File: src/rtl/alu_pkg.sv
// Shared constants for the ALU extender pipeline: opcode encodings formed as
// {M,S1,S0} and bit positions inside the 4-bit flags word {C,Z,N,V}.
package alu_pkg;

    // Logic group (M=0)
    localparam logic [2:0] OP_NOT = 3'b000;
    localparam logic [2:0] OP_AND = 3'b001;
    localparam logic [2:0] OP_OR  = 3'b010;
    localparam logic [2:0] OP_XOR = 3'b011;
    // Arithmetic group (M=1)
    localparam logic [2:0] OP_DEC = 3'b100;
    localparam logic [2:0] OP_ADD = 3'b101;
    localparam logic [2:0] OP_SUB = 3'b110;
    localparam logic [2:0] OP_INC = 3'b111;

    // Flag bit indices within flags = {C,Z,N,V}
    localparam int FLAG_C = 3;
    localparam int FLAG_Z = 2;
    localparam int FLAG_N = 1;
    localparam int FLAG_V = 0;

endpackage

File: src/rtl/alu_operand_extender.sv
// Combinational operand extender: maps (M,S1,S0,a,b) to the adder inputs
// X, Y and carry-in c0. Each bit is an independent copy of the classic 1-bit
// arithmetic/logic extender cell; logic results travel through the adder as
// X + 0 + 0.
module alu_operand_extender
    import alu_pkg::*;
#(
    parameter int WIDTH = 8
) (
    input  logic             M,
    input  logic             S1,
    input  logic             S0,
    input  logic [WIDTH-1:0] a,
    input  logic [WIDTH-1:0] b,
    output logic [WIDTH-1:0] x,
    output logic [WIDTH-1:0] y,
    output logic             c0
);

    logic [2:0] op;
    assign op = {M, S1, S0};

    // Carry-in is only set for SUB (two's complement) and INC
    assign c0 = M & S1;

    genvar gi;
    generate
        for (gi = 0; gi < WIDTH; gi++) begin : g_bit
            logic x_bit;
            logic y_bit;

            // Per-bit extender cell
            always_comb begin
                x_bit = a[gi];
                y_bit = 1'b0;
                case (op)
                    OP_NOT: x_bit = ~a[gi];
                    OP_AND: x_bit = a[gi] & b[gi];
                    OP_OR:  x_bit = a[gi] | b[gi];
                    OP_XOR: x_bit = a[gi] ^ b[gi];
                    OP_DEC: y_bit = 1'b1;
                    OP_ADD: y_bit = b[gi];
                    OP_SUB: y_bit = ~b[gi];
                    OP_INC: y_bit = 1'b0;
                    default: begin
                        x_bit = a[gi];
                        y_bit = 1'b0;
                    end
                endcase
            end

            assign x[gi] = x_bit;
            assign y[gi] = y_bit;
        end
    endgenerate

endmodule

File: src/rtl/alu_extender_pipe.sv
// Two-stage ALU datapath with valid/ready handshakes.
//   Stage 1 registers the extended operands (X, Y, c0) and the M bit.
//   Stage 2 adds them, derives C/Z/N/V and holds result/flags until consumed.
// Optional build macro: ALU_SAT_EN -- arithmetic ops saturate on signed
// overflow (0x7F.. / 0x80..) instead of wrapping; V still reports overflow.
module alu_extender_pipe
    import alu_pkg::*;
#(
    parameter int WIDTH = 8
) (
    input  logic             clk,
    input  logic             rst,
    input  logic             in_valid,
    output logic             in_ready,
    input  logic             M,
    input  logic             S1,
    input  logic             S0,
    input  logic [WIDTH-1:0] a,
    input  logic [WIDTH-1:0] b,
    output logic             out_valid,
    input  logic             out_ready,
    output logic [WIDTH-1:0] result,
    output logic [3:0]       flags
);

    logic [WIDTH-1:0] ext_x;
    logic [WIDTH-1:0] ext_y;
    logic             ext_c0;

    logic             s1_valid_reg;
    logic [WIDTH-1:0] s1_x_reg;
    logic [WIDTH-1:0] s1_y_reg;
    logic             s1_c0_reg;
    logic             s1_m_reg;

    logic             s2_valid_reg;
    logic [WIDTH-1:0] s2_result_reg;
    logic [3:0]       s2_flags_reg;

    logic             s2_adv;
    logic             s1_adv;
    logic             in_fire;

    logic [WIDTH:0]   sum_full;
    logic             ovf;
    logic [WIDTH-1:0] result_next;
    logic [3:0]       flags_next;

    alu_operand_extender #(.WIDTH(WIDTH)) u_extender (
        .M  (M),
        .S1 (S1),
        .S0 (S0),
        .a  (a),
        .b  (b),
        .x  (ext_x),
        .y  (ext_y),
        .c0 (ext_c0)
    );

    // A stage may load when it is empty or its contents move on this cycle
    assign s2_adv   = !s2_valid_reg || out_ready;
    assign s1_adv   = !s1_valid_reg || s2_adv;
    assign in_ready = s1_adv;
    assign in_fire  = in_valid && s1_adv;

    // Stage 1: capture extended operands on an input handshake
    always_ff @(posedge clk) begin
        if (rst) begin
            s1_valid_reg <= 1'b0;
            s1_x_reg     <= '0;
            s1_y_reg     <= '0;
            s1_c0_reg    <= 1'b0;
            s1_m_reg     <= 1'b0;
        end else if (s1_adv) begin
            s1_valid_reg <= in_valid;
            if (in_fire) begin
                s1_x_reg  <= ext_x;
                s1_y_reg  <= ext_y;
                s1_c0_reg <= ext_c0;
                s1_m_reg  <= M;
            end
        end
    end

    // Adder and flag derivation on the stage-1 contents
    always_comb begin
        sum_full = {1'b0, s1_x_reg} + {1'b0, s1_y_reg} + {{WIDTH{1'b0}}, s1_c0_reg};
        // Same-sign operands producing an opposite-sign sum; carry-in cannot break this rule
        ovf = s1_m_reg
            && (s1_x_reg[WIDTH-1] == s1_y_reg[WIDTH-1])
            && (sum_full[WIDTH-1] != s1_x_reg[WIDTH-1]);
        result_next = sum_full[WIDTH-1:0];
`ifdef ALU_SAT_EN
        // Overflow direction follows the (shared) operand sign
        if (ovf) begin
            result_next = s1_x_reg[WIDTH-1] ? {1'b1, {(WIDTH-1){1'b0}}}
                                            : {1'b0, {(WIDTH-1){1'b1}}};
        end
`endif
        flags_next         = 4'b0000;
        flags_next[FLAG_C] = s1_m_reg & sum_full[WIDTH];
        flags_next[FLAG_Z] = (result_next == '0);
        flags_next[FLAG_N] = result_next[WIDTH-1];
        flags_next[FLAG_V] = ovf;
    end

    // Stage 2: hold result and flags until the consumer takes them
    always_ff @(posedge clk) begin
        if (rst) begin
            s2_valid_reg  <= 1'b0;
            s2_result_reg <= '0;
            s2_flags_reg  <= 4'b0000;
        end else if (s2_adv) begin
            s2_valid_reg <= s1_valid_reg;
            if (s1_valid_reg) begin
                s2_result_reg <= result_next;
                s2_flags_reg  <= flags_next;
            end
        end
    end

    assign out_valid = s2_valid_reg;
    assign result    = s2_result_reg;
    assign flags     = s2_flags_reg;

endmodule

File: config.mk
export PLATFORM = sky130hd
export DESIGN_NAME = alu_extender_pipe
export DESIGN_NICKNAME = d
export VERILOG_FILES = /design/src/rtl/alu_pkg.sv /design/src/rtl/alu_operand_extender.sv /design/src/rtl/alu_extender_pipe.sv
export SDC_FILE = /design/constraint.sdc
export NUM_CORES = 1
export LEC_CHECK = 0
export BUFFER_PORTS_ARGS = -buffer_cell sky130_fd_sc_hd__clkbuf_2
export CORE_MARGIN = 4
export CORE_UTILIZATION = 50
export CTS_CLUSTER_DIAMETER = 30
export CTS_CLUSTER_SIZE = 40
export DETAILED_ROUTE_END_ITERATION = 8
export HOLD_SLACK_MARGIN = 0.1
export PLACE_DENSITY_LB_ADDON = 0.15
export SYNTH_ARGS = -nofsm -noshare
export SYNTH_HDL_FRONTEND = slang
export SYNTH_SLANG_ARGS = --single-unit
File: constraint.sdc
create_clock -name clk -period 2.5 [get_ports clk]
set_clock_uncertainty 0.2 [all_clocks]
set_input_delay 0.5 -clock clk [delete_from_list [all_inputs] [get_ports clk]]
set_output_delay 0.5 -clock clk [all_outputs]
set_load 0.05 [all_outputs]
Yosys cells after proc, flatten, opt, wreduce, memory -nomap -nowiden
Cells that the tools add are included.
- add/subtract/negate cells: 2
- equality and inequality tests: 8
- multiplexer cells: 16
- bitwise operators: 42
- reductions and logical operators: 11
- operator list (cell ; number):
    1-bit case mux with 4 select lines ; 8
    1-bit case mux with 3 select lines ; 8
    1-bit inverter ; 16
    1-bit bitwise AND ; 10
    8-bit by 8-bit adder with 9-bit output ; 1
    9-bit by 1-bit adder with 9-bit output ; 1
    3-bit == test (second input constant) ; 3
    8-bit zero test ; 1
    1-bit OR ; 8
    1-bit XOR ; 8
    3-bit by 2-bit == test with 1-bit output (second input constant) ; 2
    2-bit AND reduction ; 2
    3-bit by 1-bit == test with 1-bit output (second input constant) ; 1
    1-bit logical AND ; 3
    3-bit zero test ; 1
    1-bit zero test ; 2
    1-bit logical OR ; 2
    1-bit == test ; 1
    1-bit inequality test ; 1
- bits in registers: 32
- input bits: 23
- output and inout port bits: 14
- logic and storage cells: 87

Longest topological paths before layout
- depth after elaboration: 5
- depth in mapped cells: 9
- gate-level depth less buffers: 9

Hierarchy
A second synthesis with hierarchy kept.
- cells, all modules: 284
- area total of the unflattened synthesis: 2326.0 um^2
- modules (own cells, without submodules) (module ; instances ; cells an instance ; area each (um^2) ; seq. area each (um^2)):
    alu_extender_pipe ; 1 ; 177 ; 1452.6 ; 620.6
    alu_operand_extender ; 1 ; 107 ; 873.3 ; 0.0

Least setup slack after synthesis
No wires, ideal clock.
- path kind: register -> register
- start point: register s1_x_reg[0]
- end point: register s2_flags_reg[2] (netlist: flags[2])
- setup time: 69 ps
- arrival time: 2333 ps
- data required time: 2231 ps
- setup slack: -102 ps
- stages on the path, launching flop included: 10
- cell sequence: dfxtp_1 inv_1 fa_1 fa_1 and2b_1 o2111ai_1 nand2_1 xor2_1 or4_1 o21ai_1
- longest elaborated chain between the ends: 3
- RTL lines (what ; line ; text):
    from (decl) ; alu_extender_pipe.sv:31 ; logic [WIDTH-1:0] s1_x_reg;
    from (signal assigned) ; alu_extender_pipe.sv:77 ; s1_x_reg <= ext_x;
    8-bit by 8-bit adder with 9-bit output ; alu_extender_pipe.sv:87 ; sum_full = {1'b0, s1_x_reg} + {1'b0, s1_y_reg} + {{WIDTH{1'b0}}, s1_c0_reg};
    9-bit by 1-bit adder with 9-bit output ; alu_extender_pipe.sv:87 ;
    8-bit zero test ; alu_extender_pipe.sv:102 ; flags_next[FLAG_Z] = (result_next == '0);
    to (signal assigned) ; alu_extender_pipe.sv:117 ; s2_flags_reg <= flags_next;
    to (decl) ; alu_extender_pipe.sv:38 ; logic [3:0] s2_flags_reg;
Every way passes these cells.
A chain may end at the register's enable or synchronous reset.

Worst setup path after layout
- start point: register s1_c0_reg
- end point: register s2_flags_reg[2] (netlist: flags[2])
- longest elaborated chain between the ends: 2
- RTL lines (what ; line ; text):
    from (decl) ; alu_extender_pipe.sv:33 ; logic s1_c0_reg;
    from (signal assigned) ; alu_extender_pipe.sv:79 ; s1_c0_reg <= ext_c0;
    9-bit by 1-bit adder with 9-bit output ; alu_extender_pipe.sv:87 ;
    8-bit zero test ; alu_extender_pipe.sv:102 ;
Every way passes these cells.

==> flow_metrics.py <==
metrics = {
    "worst_setup_path": {
        "cp_slowest_cell": "or4_1",
        "critical_path_class": "reg -> reg",
        "arrival_ns": 2.52,
        "cp_num_buf_inv": 1,
        "crit_family": "simple AND/OR/NAND/NOR gates",
        "required_ns": 2.51,
        "critPathCaptureType": "flip-flop",
        "cpMostUsedCell": "fa_2",
        "worstSetupStartpointType": "flip-flop",
        "crit_fanout": 2,
        "crit_chain": "inv_2 > fa_2 > fa_2 > and2b_1 > o2111ai_1 > nand2_1 > xor2_1 > or4_1 > o21ai_1",
        "cpPeakStageDelay_ns": 0.51,
    },
    "yosys": {
        "ys.flop_type": "dfxtp_1",
        "synth_area_um2": 2100,
        "synth_top_family_by_area": "simple AND/OR/NAND/NOR gates",
        "synthesis.nets": 295,
        "yosysUniqueCellTypes": 38,
        "async_flop_share": 0,
        "synth.avg_cell_area_um2": 8.49,
        "yosysSeqAreaShare": 0.296,
        "synth_xor_xnor_area_share": 0.0251,
        "netlist_instances": 247,
        "synth_seq_cells": 31,
        "synth_edf_count": 0,
        "yosys_warnings": 0,
        "synthAdderAreaFrac": 0.156,
        "synth-compound-area-share": 0.154,
        "yosys.area_share.simple": 0.161,
        "synth_mux_area_frac": 0.124,
    },
    "die": {
        "die_h_um": 72.8,
        "die_x_um": 72.8,
        "initial_core_util": 0.520,
        "dieArea_um2": 5290,
        "core_um2": 4030,
        "rows": 23,
        "io_pins": 37,
    },
    "run_status": {
        "status": "finished, violations left",
        "violations": "setup timing",
    },
    "placement": {
        "hpwl_mm": 2.91,
        "routabilityCongestion": 0.753,
        "dpl.cell_count": 324,
        "portBuffers": 36,
    },
    "timing": {
        "relSlewSlack": 0.629,
        "setup_viol": 1,
        "tightest_slew_ns": 0.555,
        "hold_viol_final": 0,
        "holdWs_ns": 0.252,
        "rsz0062_at_grt": "yes",
        "setup_ws_ns": -0.00773,
        "finalCriticalPeriod_ns": 2.51,
        "fmax_ghz": 0.399,
        "period_share": 1.00,
        "slew_viol_final": 0,
        "fin_tns_setup_ns": -0.00773,
    },
    "global_routing": {
        "grt_pass1_vias": 1570,
        "grt_max_degree": 33,
        "antenna_found_initial": 0,
        "grt_first_pass_wirelength_mm": 6.64,
        "grt.overflow.total": 0,
        "grt.total_usage": 0.160,
    },
    "drt": {
        "dr.pass1.iters": 4,
        "route.detailed.drc": 0,
        "via_per_inst": 5.00,
        "wl_per_cell_um": 11.3,
        "wl_mm": 3.76,
        "route.vias.total": 1666,
        "ant_nets": 0,
        "drt_iter0_drc": 24,
    },
    "power": {
        "ir_drop_uv": 244,
        "leakagePower_nw": 1.16,
        "power_density_nw_per_um2": 502,
    },
    "cts": {
        "numClockSinks": 31,
        "path_clk_slew_ns": 0.06,
        "cts_tree": "built",
        "clk_latency_ns": 0.28,
        "root_buffer": "clkbuf_8",
        "cts_buffers": 5,
        "htreeDepth": 2,
        "cts_buffer_depth": 2,
    },
    "final_layout": {
        "finalNetCount": 330,
        "instances_no_fill": 333,
        "antenna_cells": 0,
        "finish.utilization": 0.605,
        "post_route_cells_drive_above_1_share": 0.237,
        "area_growth_pct": 16.2,
    },
    "min_path": {
        "hp-class": "reg -> reg",
    },
    "run": {
        "maxCapViolCount": 0,
    },
}
==> worst reg2reg max path: stages, from the launching register on <==
cell and delay, ns:
dfxtp_2 0.34, inv_2 0.04, fa_2 0.39, fa_2 0.34, and2b_1 0.22, o2111ai_1 0.11, nand2_1 0.11, xor2_1 0.08
or4_1 0.51, o21ai_1 0.11
==> cell type report <==
class / instances / area [um^2]
Fill cell: 386 / 1590
Multi-Input combinational cell: 171 / 1310
Sequential cell: 31 / 623
Timing Repair Buffer: 43 / 233
Inverter: 30 / 113
Clock buffer: 8 / 100
Tap cell: 50 / 62.6
==> power breakdown <==
group | leakage (nW) | internal (mW) | switching, mW | total (mW)
Combinational | 0.852 | 0.109 | 0.157 | 0.266
Clock | 0.0515 | 0.251 | 0.171 | 0.422
Sequential | 0.255 | 0.521 | 0.0150 | 0.536
Total | 1.16 | 0.881 | 0.343 | 1.22
==> cells by family after synthesis <==
| logic type | Yosys count |
|---|---|
| fa+ha+maj | 25 |
| compound gates | 52 |
| xor+xnor | 6 |
| mux | 16 |
| simple gates | 72 |
| flops | 31 |
| buf+inv | 45 |
==> layout by cell type, fill, tap and decap left out <==
cell type   n
xor2_1      3
o21bai_1    1
nand3_1     9
clkbuf_2   36
and2b_1     1
o211ai_1    8
nor4b_1     1
a211oi_1    2
nor2b_1     2
xnor2_1     3
nor4_1      1
ha_1       23
nand3b_1    2
mux4_2      8
mux2i_1     8
nor3_1      2
inv_2       1
o211a_1     1
clkbuf_1    1
nand2b_1    1
a21o_1      2
fa_2        2
o31ai_1     1
nand2_1    41
o21a_1      4
o2111ai_1   1
nor2_1      8
a22o_1      1
o21ai_1     1
buf_4       7
o31a_2      1
nor2b_4     2
inv_1      29
dfxtp_1    29
or4_1       1
clkbuf_8    7
nor2_2      1
dfxtp_2     2
o21ai_0     3
a21oi_1    26
==> per-layer routing <==
layer,GRT usage,wire (um)
met2,0.256,1670
met4,0.0615,72
met1,0.206,1830
met5,0,0
met3,0.0455,188
==> cell usage after synthesis (2+ instances only) <==
cell / n / area [um^2]
a211oi_1: 2 / 15.0
mux2i_1: 8 / 80.1
nor3_1: 2 / 10.0
xor2_1: 3 / 26.3
fa_1: 2 / 40.0
ha_1: 23 / 288
a21oi_1: 26 / 130
a21o_1: 2 / 15.0
nor2b_4: 2 / 27.5
nand2_1: 41 / 154
buf_1: 2 / 7.51
dfxtp_1: 31 / 621
clkbuf_1: 9 / 33.8
nor2b_1: 2 / 12.5
xnor2_1: 3 / 26.3
o21ai_0: 3 / 15.0
o21a_1: 4 / 30.0
mux4_2: 8 / 180
o211ai_1: 8 / 60.1
nand3b_1: 2 / 15.0
inv_1: 30 / 113
buf_2: 3 / 15.0
nand3_1: 9 / 45.0
nor2_1: 8 / 30.0
==> metrics by stage <==
| step | area (um^2) | total power [mW] | setup slack, ns |
|---|---|---|---|
| 2_1_floorplan | 2100 | 0.747 | 0.0193 |
| 3_3_place_gp | 2330 | 0.808 | 0.00494 |
| 3_5_place_dp | 2330 | 0.815 | -0.0319 |
| 4_1_cts | 2430 | 1.24 | -0.0180 |
| 5_1_grt | 2440 | 1.30 | -0.149 |
| 6_report | 2440 | 1.22 | -0.00773 |
==> path summary, 6_finish.rpt <==
path / from / endpoint / slack [ns] / cells after the start
setup / recovery: s1_c0_reg$_SDFFE_PP0P_ / flags[2]$_SDFFE_PP0P_ / -0.008 / 9
hold / removal: result[5]$_SDFFE_PP0P_ / result[5]$_SDFFE_PP0P_ / 0.25 / 2
setup reg to reg: s1_c0_reg$_SDFFE_PP0P_ / flags[2]$_SDFFE_PP0P_ / -0.008 / 9
hold reg to reg: result[5]$_SDFFE_PP0P_ / result[5]$_SDFFE_PP0P_ / 0.25 / 2
==> what timing repair did <==
item                                    4_1_cts  5_1_grt
endpoints found under the setup margin        1        1
pin swaps                                     2        1
resized for setup                             2        1
hold buffers                                  0        0
buffers inserted                              1        0
(Power assumes the default switching activity.)
